===== src/rtl/sprite_rom_arbiter_pkg.sv =====
// Shared constants for the sprite ROM arbiter: ROM geometry, the number of
// mole holes that read sprites, and the per-hole requester id encoding.
package sprite_rom_arbiter_pkg;

  localparam int ROM_AW         = 15;
  localparam int ROM_DW         = 12;
  localparam int SPRITE_ROM_LAT = 1;
  localparam int NUM_HOLES      = 4;
  localparam int HOLE_IDW       = 2;

  // Requester id of each hole renderer as seen on rd_id.
  typedef enum logic [HOLE_IDW-1:0] {
    HOLE_0 = 2'd0,
    HOLE_1 = 2'd1,
    HOLE_2 = 2'd2,
    HOLE_3 = 2'd3
  } hole_id_e;

  // Modular add used for round-robin index arithmetic (base < n, off <= n).
  function automatic int wrap_add(input int base, input int off, input int n);
    int sum;
    sum = base + off;
    if (sum >= n) begin
      sum = sum - n;
    end else begin
      sum = sum + 0;
    end
    return sum;
  endfunction

endpackage


===== src/rtl/sprite_rom_arbiter_if.sv =====
// Requester-side bus of the sprite ROM arbiter: read requests with their
// addresses, the one-hot grant, and the tagged read return.
interface sprite_rom_arbiter_if #(
  parameter int NREQ = 4,
  parameter int AW   = 15,
  parameter int DW   = 12,
  parameter int IDW  = 2
);
  logic [NREQ-1:0]    req;
  logic [NREQ*AW-1:0] addr;
  logic [NREQ-1:0]    gnt;
  logic               rd_valid;
  logic [IDW-1:0]     rd_id;
  logic [DW-1:0]      rd_data;

  modport master (output req, output addr, input gnt,
                  input rd_valid, input rd_id, input rd_data);
  modport slave  (input req, input addr, output gnt,
                  output rd_valid, output rd_id, output rd_data);
endinterface


===== src/rtl/sprite_rom_arbiter_rr_pick.sv =====
// Combinational round-robin picker: scans req upward from ptr, wrapping,
// and reports the first set bit as a one-hot grant plus its index.
module sprite_rom_arbiter_rr_pick
  import sprite_rom_arbiter_pkg::*;
#(
  parameter int NREQ = NUM_HOLES,
  parameter int IDW  = HOLE_IDW
) (
  input  logic [NREQ-1:0] req,
  input  logic [IDW-1:0]  ptr,
  output logic [NREQ-1:0] gnt,
  output logic [IDW-1:0]  idx,
  output logic            any
);

  logic [IDW-1:0] cand_s;

  // First requesting index at or after ptr wins; later hits are ignored.
  always_comb begin
    gnt    = '0;
    idx    = '0;
    any    = 1'b0;
    cand_s = '0;
    for (int off = 0; off < NREQ; off++) begin
      cand_s = IDW'(wrap_add(int'(ptr), off, NREQ));
      if (!any && req[cand_s]) begin
        gnt[cand_s] = 1'b1;
        idx         = cand_s;
        any         = 1'b1;
      end else begin
        any = any;
      end
    end
  end

endmodule


===== src/rtl/sprite_rom_arbiter.sv =====
// Round-robin arbiter sharing one clocked sprite ROM among the hole
// renderers. A grant registers the winner's address to the ROM and pushes
// its id down a tag pipeline that lines up with the ROM read latency, so
// the returned pixel comes back tagged with its owner.
module sprite_rom_arbiter
  import sprite_rom_arbiter_pkg::*;
#(
  parameter int NREQ    = NUM_HOLES,
  parameter int AW      = ROM_AW,
  parameter int DW      = ROM_DW,
  parameter int ROM_LAT = SPRITE_ROM_LAT,
  parameter int IDW     = HOLE_IDW
) (
  input  logic                 clk,
  input  logic                 rst,
  sprite_rom_arbiter_if.slave  bus,
  output logic [AW-1:0]        rom_addr,
  input  logic [DW-1:0]        rom_data
);

  logic [NREQ-1:0] pick_gnt_s;
  logic [IDW-1:0]  pick_idx_s;
  logic            pick_any_s;
  logic            grant_s;
  logic [AW-1:0]   win_addr_s;

  logic [IDW-1:0]  ptr_r;
  logic [AW-1:0]   rom_addr_r;
  logic [ROM_LAT:0] pipe_valid_r;
  logic [IDW-1:0]  pipe_id_r [ROM_LAT+1];
  logic            rd_valid_r;
  logic [IDW-1:0]  rd_id_r;
  logic [DW-1:0]   rd_data_r;

  sprite_rom_arbiter_rr_pick #(.NREQ(NREQ), .IDW(IDW)) u_pick (
    .req (bus.req),
    .ptr (ptr_r),
    .gnt (pick_gnt_s),
    .idx (pick_idx_s),
    .any (pick_any_s)
  );

  // Grant is suppressed while reset is asserted; winner address is muxed out.
  always_comb begin
    win_addr_s = bus.addr[int'(pick_idx_s)*AW +: AW];
    if (rst) begin
      bus.gnt = '0;
      grant_s = 1'b0;
    end else begin
      bus.gnt = pick_gnt_s;
      grant_s = pick_any_s;
    end
  end

  // Pointer, ROM address, tag pipeline and read-return registers.
  always_ff @(posedge clk) begin
    if (rst) begin
      ptr_r        <= '0;
      rom_addr_r   <= '0;
      pipe_valid_r <= '0;
      for (int i = 0; i <= ROM_LAT; i++) begin
        pipe_id_r[i] <= '0;
      end
      rd_valid_r   <= 1'b0;
      rd_id_r      <= '0;
      rd_data_r    <= '0;
    end else begin
      if (grant_s) begin
        rom_addr_r <= win_addr_s;
        ptr_r      <= IDW'(wrap_add(int'(pick_idx_s), 1, NREQ));
      end else begin
        rom_addr_r <= rom_addr_r;
        ptr_r      <= ptr_r;
      end
      pipe_valid_r[0] <= grant_s;
      pipe_id_r[0]    <= pick_idx_s;
      for (int i = 1; i <= ROM_LAT; i++) begin
        pipe_valid_r[i] <= pipe_valid_r[i-1];
        pipe_id_r[i]    <= pipe_id_r[i-1];
      end
      rd_valid_r <= pipe_valid_r[ROM_LAT];
      if (pipe_valid_r[ROM_LAT]) begin
        rd_id_r   <= pipe_id_r[ROM_LAT];
        rd_data_r <= rom_data;
      end else begin
        rd_id_r   <= rd_id_r;
        rd_data_r <= rd_data_r;
      end
    end
  end

  assign rom_addr     = rom_addr_r;
  assign bus.rd_valid = rd_valid_r;
  assign bus.rd_id    = rd_id_r;
  assign bus.rd_data  = rd_data_r;

endmodule


===== src/flat_wrapper.sv =====
// flat-port wrapper written by rule: the top's interface ports become plain ports
module sprite_rom_arbiter_flat import sprite_rom_arbiter_pkg::*;
#(
  parameter int NREQ    = NUM_HOLES,
  parameter int AW      = ROM_AW,
  parameter int DW      = ROM_DW,
  parameter int ROM_LAT = SPRITE_ROM_LAT,
  parameter int IDW     = HOLE_IDW
)
  (clk, rst, rom_addr, rom_data, bus_req, bus_addr, bus_gnt, bus_rd_valid, bus_rd_id, bus_rd_data);
  sprite_rom_arbiter_if #(.NREQ(NREQ), .AW(AW), .DW(DW), .IDW(IDW)) bus_i ();
  input  logic clk;
  input  logic rst;
  output logic [AW-1:0] rom_addr;
  input  logic [DW-1:0] rom_data;
  input wire logic [$bits(bus_i.req)-1:0] bus_req;
  input wire logic [$bits(bus_i.addr)-1:0] bus_addr;
  output wire logic [$bits(bus_i.gnt)-1:0] bus_gnt;
  output wire logic [$bits(bus_i.rd_valid)-1:0] bus_rd_valid;
  output wire logic [$bits(bus_i.rd_id)-1:0] bus_rd_id;
  output wire logic [$bits(bus_i.rd_data)-1:0] bus_rd_data;
  assign bus_i.req = bus_req;
  assign bus_i.addr = bus_addr;
  assign bus_gnt = bus_i.gnt;
  assign bus_rd_valid = bus_i.rd_valid;
  assign bus_rd_id = bus_i.rd_id;
  assign bus_rd_data = bus_i.rd_data;
  sprite_rom_arbiter #(.NREQ(NREQ), .AW(AW), .DW(DW), .ROM_LAT(ROM_LAT), .IDW(IDW)) u_core (.clk(clk), .rst(rst), .bus(bus_i), .rom_addr(rom_addr), .rom_data(rom_data));
endmodule

===== config.mk =====
export PLATFORM = sky130hd
export DESIGN_NAME = sprite_rom_arbiter_flat
export DESIGN_NICKNAME = d
export VERILOG_FILES = /design/src/rtl/sprite_rom_arbiter_pkg.sv /design/src/rtl/sprite_rom_arbiter_if.sv /design/src/rtl/sprite_rom_arbiter_rr_pick.sv /design/src/rtl/sprite_rom_arbiter.sv /design/src/flat_wrapper.sv
export SDC_FILE = /design/constraint.sdc
export NUM_CORES = 1
export LEC_CHECK = 0
export CAP_MARGIN = 40
export CORE_UTILIZATION = 35
export CTS_CLUSTER_SIZE = 24
export DETAILED_ROUTE_END_ITERATION = 16
export PLACE_DENSITY = 0.73
export REMOVE_ABC_BUFFERS = 1
export SYNTH_ARGS = -nofsm -noshare
export SYNTH_HDL_FRONTEND = slang
export SYNTH_SLANG_ARGS = --single-unit

===== constraint.sdc =====
create_clock -name clk -period 6 [get_ports clk]
set_input_delay 0.6 -clock clk [delete_from_list [all_inputs] [get_ports clk]]
set_output_delay 0.6 -clock clk [all_outputs]
set_load 0.01 [all_outputs]

## Yosys cells after proc, flatten, opt, wreduce, memory -nomap -nowiden

Memories as Yosys holds them, arrays and structs flattened. A register that Yosys moved wholly into a read port is not among the register bits.
Index checks and enable logic that the tools add are counted.

- Memories kept: 1
- Output and inout bits: 34
- Bits in registers: 32
- Bits in writable memories: 4

- Magnitude comparators: 13
- Bitwise operators: 5
- Reductions and logical operators: 10
- Muxes and demuxes: 40
- Shifts and indexed selects: 1
- Multipliers: 1
- Add/sub/neg operators: 9

Memories:

| name | depth | width | rd ports | clocked after Yosys merged registers in | write ports | RTL line | text |
|---|---|---|---|---|---|---|---|
| u_core.pipe_id_r | 2 | 2 | 2 | 1 | 2 | sprite_rom_arbiter.sv:30 | `logic [IDW-1:0] pipe_id_r [ROM_LAT+1];` |

Operators by type and width:

| operator | number |
|---|---|
| indexed part select 60 x 32 -> 15 bit | 1 |
| two-way mux 2 bit | 11 |
| two-way mux 4 bit | 5 |
| two-way mux 1 bit | 16 |
| >= comparator 3 bit, second input constant | 4 |
| < comparator 2 x 3 -> 1 bit, second input constant | 4 |
| OR 4 bit | 3 |
| subtractor 2 x 1 -> 2 bit, second input constant | 5 |
| binary-select mux 1 bit (select 2 bit) | 4 |
| demux 1 bit (select 2 bit) | 4 |
| >= comparator 2 x 1 -> 1 bit, second input constant | 4 |
| logical AND 1 bit | 7 |
| adder 2 x 1 -> 3 bit, second input constant | 2 |
| adder 2 x 2 -> 3 bit, second input constant | 2 |
| multiplier 2 x 4 -> 6 bit, second input constant | 1 |
| >= comparator 2 x 3 -> 1 bit, second input constant | 1 |
| zero test 1 bit | 3 |
| OR 1 bit | 2 |

## Longest topological paths before layout

- Depth after elaboration: 17
- Mapped depth: 13
- Gate-level depth less buffers: 8

## Cells and area by module

A second synthesis with hierarchy kept.

- Cell total of the unflattened synthesis: 204
- Area total of the unflattened synthesis: 2212.1 sq um

By module, submodules not included:

| module | cells each | area each (sq um) | times used | sequential area each (sq um) |
|---|---|---|---|---|
| sprite_rom_arbiter | 159 | 1790.5 | 1 | 760.7 |
| sprite_rom_arbiter_rr_pick | 45 | 421.7 | 1 | 0.0 |

## Worst setup path after synthesis

OpenSTA, ideal clock, no wires.

- Path kind: flip-flop to output port
- From: reg u_core.ptr_r[0]
- To: out bus_gnt[0]
- Arrival time: 2.405 ns
- Stages on the path, launching flop included: 10
- Required time: 5.400 ns
- Setup slack: 2.995 ns
- Path buffers: 2
- Path through: dfxtp_1 buf_6 clkinv_1 ha_1 buf_2 mux4_2 nor2_1 and3b_1 a221oi_1 nor2_1

- Cells in the longest elaborated chain, start to end: 15
- Elaborated cells on any way between the ends: 60

RTL lines:

| what | RTL line | text |
|---|---|---|
| from (decl) | sprite_rom_arbiter.sv:27 | `logic [IDW-1:0] ptr_r;` |
| from (signal assigned) | sprite_rom_arbiter.sv:70 | `ptr_r <= IDW'(wrap_add(int'(pick_idx_s), 1, NREQ));` |
| from (signal assigned) | sprite_rom_arbiter.sv:73 | `ptr_r <= ptr_r;` |
| branches (longest 13 deep; another with adder 2 x 1 -> 3 bit) | -- |  |
| two-way mux 4 bit * | sprite_rom_arbiter_rr_pick.sv:26 | `if (!any && req[cand_s]) begin` |
| two-way mux 4 bit * | sprite_rom_arbiter.sv:46 | `if (rst) begin` |
| to (decl) | flat_wrapper.sv:18 | `output wire logic [$bits(bus_i.gnt)-1:0] bus_gnt;` |

Every way passes the cells marked *. The select of a mux whose other input is x is not followed.

## Worst setup path in the final report

- From: reg u_core.ptr_r[0]
- To: out bus_gnt[1]

The elaborated chain is that of the path after synthesis.

==> flow_summary.ini <==
[run_status]
status = completed

[sta]
tns_ps = 0
fin_crit_ps = 4450
setup_slack_ps = 1550
rsz0062_at_grt = no
skew_ps = 4.14
hold_violations = 0
slew_headroom = 0.466
drv_slew = 0
finalCritPeriodShare = 0.741
tightest_slew_ps = 800
fmax_mhz = 225
setup_viol = 0

[worst_setup_path]
r2r-start = u_core.ptr_r[0]$_SDFFE_PP0P_
arrival_ps = 3850
cp_max_fo = 15
crit_required_ps = 5400
start_kind = flip-flop
path_class = reg -> out
crit_path_end_kind = output pin
r2r_end = u_core.rom_addr[6]$_SDFFE_PP0P_
r2r_cells = 8
reg2reg_slack_ps = 2230

[placement]
port-buffer-count = 111
hpwl_microns = 5010
placed_area_sq_mm = 0.00359
gp_congestion = 0.781
place_ws_ps = 1900

[power_and_ir_drop]
p_leak_nw = 1.37
total_power_mw = 1.45
vdd_drop_max_v = 0.000181
power_density_mw_per_mm2 = 391

[floorplanning]
ioPinCount = 112
core_area_sq_mm = 0.00687
die_h_microns = 86.6
die_w_microns = 86.6
dieArea_sq_mm = 0.00751
start_util = 0.365
num_rows = 30

[clock_network]
numCtsBuffers = 5
clkTransAtPathRegs_ps = 80
cts_tree = yes
cts-root-buf = clkbuf_8
cts_sinks = 38
cts_hold_buffers = 0
cts_max_level = 2
cts_resized = 0
postCtsSetupBuffers = 0
clk_latency_ps = 280
cts_buffer_depth = 2

[layout]
antennaDiodeCount = 0
drive_gt1_frac = 0.121
area_growth_pct = 47.6
nNetsFinal = 449
finalInstanceArea_sq_mm = 0.00370

[grt]
grt_overflow = 0
grt_max_degree = 33
first_global_vias = 2198
antenna_found_initial = 0
grt_usage = 0.176
grt_pass1_wl_microns = 10500

[logic_synthesis]
async_flop_share = 0
syn_area_sq_mm = 0.00251
avgSynthCellArea_sq_um = 9.43
synth_edf_count = 0
synth_ff_type = dfxtp_1
yosysSeqAreaShare = 0.303
syn_inst = 266
synth-warning-count = 0
synthDistinctLibCells = 47
synth_seq_cells = 38

[hold_path]
hold_depth = 1
hold_class = reg -> reg
hp-start = u_core.pipe_id_r[0][1]$_SDFF_PP0_
hold_end = u_core.pipe_id_r[1][1]$_SDFF_PP0_

[route]
wirelength_microns = 6770
detail-route-antenna-nets = 0
avgRoutedWirePerCell_microns = 14.7
drt_iter0_drc = 68
vias = 2364
firstDrtPassIters = 4
vias_per_cell = 5.14
drcViolationCount = 0

[run]
maxCapViolations = 0
==> sequential cells by signal (all words and copies together) (netlist names) <==
signal	flops
u_core.rom_addr	15
u_core.bus.rd_data	12
u_core.pipe_id_r	4
u_core.bus.rd_id	2
u_core.pipe_valid_r	2
u_core.ptr_r	2
u_core.bus.rd_valid	1
==> through the flow <==
step	utilization	hold WS (ps)	instances
after floorplan	-	414	242
after global placement	0.519	419	450
after detailed placement	0.523	429	452
after CTS	0.539	448	460
after global routing	0.539	464	460
final	0.539	439	460
==> report_power, final <==
group	leakage (nW)	internal (mW)	total, mW	switching [mW]
Clock	0.0579	0.122	0.214	0.0917
Combinational	0.999	0.406	0.857	0.451
Sequential	0.314	0.322	0.376	0.0532
Total	1.37	0.851	1.45	0.596
==> layout make-up <==
| type | instances | area [sq um] |
|---|---|---|
| Multi-Input combinational cell | 195 | 1540 |
| Tap cell | 96 | 120 |
| Inverter | 9 | 33.8 |
| Clock buffer | 5 | 68.8 |
| Clock inverter | 3 | 40.0 |
| Fill cell | 656 | 3170 |
| Sequential cell | 38 | 761 |
| Timing Repair Buffer | 114 | 1140 |
==> worst max path at each step <==
stage,cells after the start,end,slack (ps),startpoint
final,9,bus_gnt[1],1550,u_core.ptr_r[0]$_SDFFE_PP0P_
after global routing,9,bus_gnt[3],1300,u_core.ptr_r[0]$_SDFFE_PP0P_
after CTS,9,bus_gnt[3],1560,u_core.ptr_r[0]$_SDFFE_PP0P_
after detailed placement,8,bus_gnt[3],1900,u_core.ptr_r[0]$_SDFFE_PP0P_
after global placement,8,bus_gnt[3],2030,u_core.ptr_r[0]$_SDFFE_PP0P_
after floorplan,8,u_core.rom_addr[2]$_SDFFE_PP0P_,2240,u_core.ptr_r[0]$_SDFFE_PP0P_
==> cell families (layout without fill, tap and decap cells) <==
logic type,Yosys count,in the layout,share of synthesized area
and+or+nand+nor,98,98,0.217
muxes,22,22,0.103
adders and majority gates,8,8,0.0399
xor gates and xnor gates,1,1,0.00349
DFF,38,38,0.303
buffers and inverters,33,131,0.0843
AOI/OAI and AO/OA,66,66,0.250
==> per-layer routing <==
layer,track usage,vias up,routed length (microns)
met4,0.0530,0,94
met3,0.0371,10,390
met5,0,-,0
li1,-,1162,-
met2,0.301,98,3400
met1,0.222,1094,2890
==> Yosys cell counts (all sizes together) (8+ instances only) <==
master | n | area share
o31ai | 15 | 0.067
inv | 8 | 0.012
a221oi | 18 | 0.075
dfxtp | 38 | 0.30
clkbuf | 9 | 0.013
buf | 15 | 0.057
mux2i | 19 | 0.076
nand2 | 24 | 0.038
nor2 | 25 | 0.037
nor3b | 14 | 0.042
ha | 8 | 0.040
a211oi | 13 | 0.047
nor2b | 19 | 0.050
==> worst max-delay path, cell delays in order, from the launching register on <==
cell             delay (ps)
dfxtp_1                 760
clkinv_1                490
ha_1                    600
mux4_2                  470
nor2b_4                 300
a22oi_1                 110
nor2_1                  120
a221oi_1                 70
nor2_1                  110
clkdlybuf4s50_1         540
==> cell usage in the layout (no fill, tap or decap), drive strengths merged, types with 2 or more instances in the layout <==
| cell type | synthesis | final |
|---|---|---|
| o21ai | 4 | 4 |
| inv | 8 | 8 |
| nor2 | 25 | 25 |
| nor3b | 14 | 14 |
| and2 | 4 | 4 |
| nor4b | 2 | 2 |
| nand3 | 2 | 2 |
| a22oi | 4 | 4 |
| mux4 | 3 | 3 |
| o31ai | 15 | 15 |
| clkbuf | 9 | 5 |
| clkdlybuf4s50 | 0 | 111 |
| nor2b | 19 | 19 |
| clkinv | 1 | 3 |
| mux2i | 19 | 19 |
| a21oi | 4 | 4 |
| a221oi | 18 | 18 |
| buf | 15 | 3 |
| dfxtp | 38 | 38 |
| nor3 | 2 | 2 |
| a211oi | 13 | 13 |
| nand2 | 24 | 24 |
| ha | 8 | 8 |
| o211a | 3 | 3 |
No activity file was read; power rests on OpenSTA's default activity.
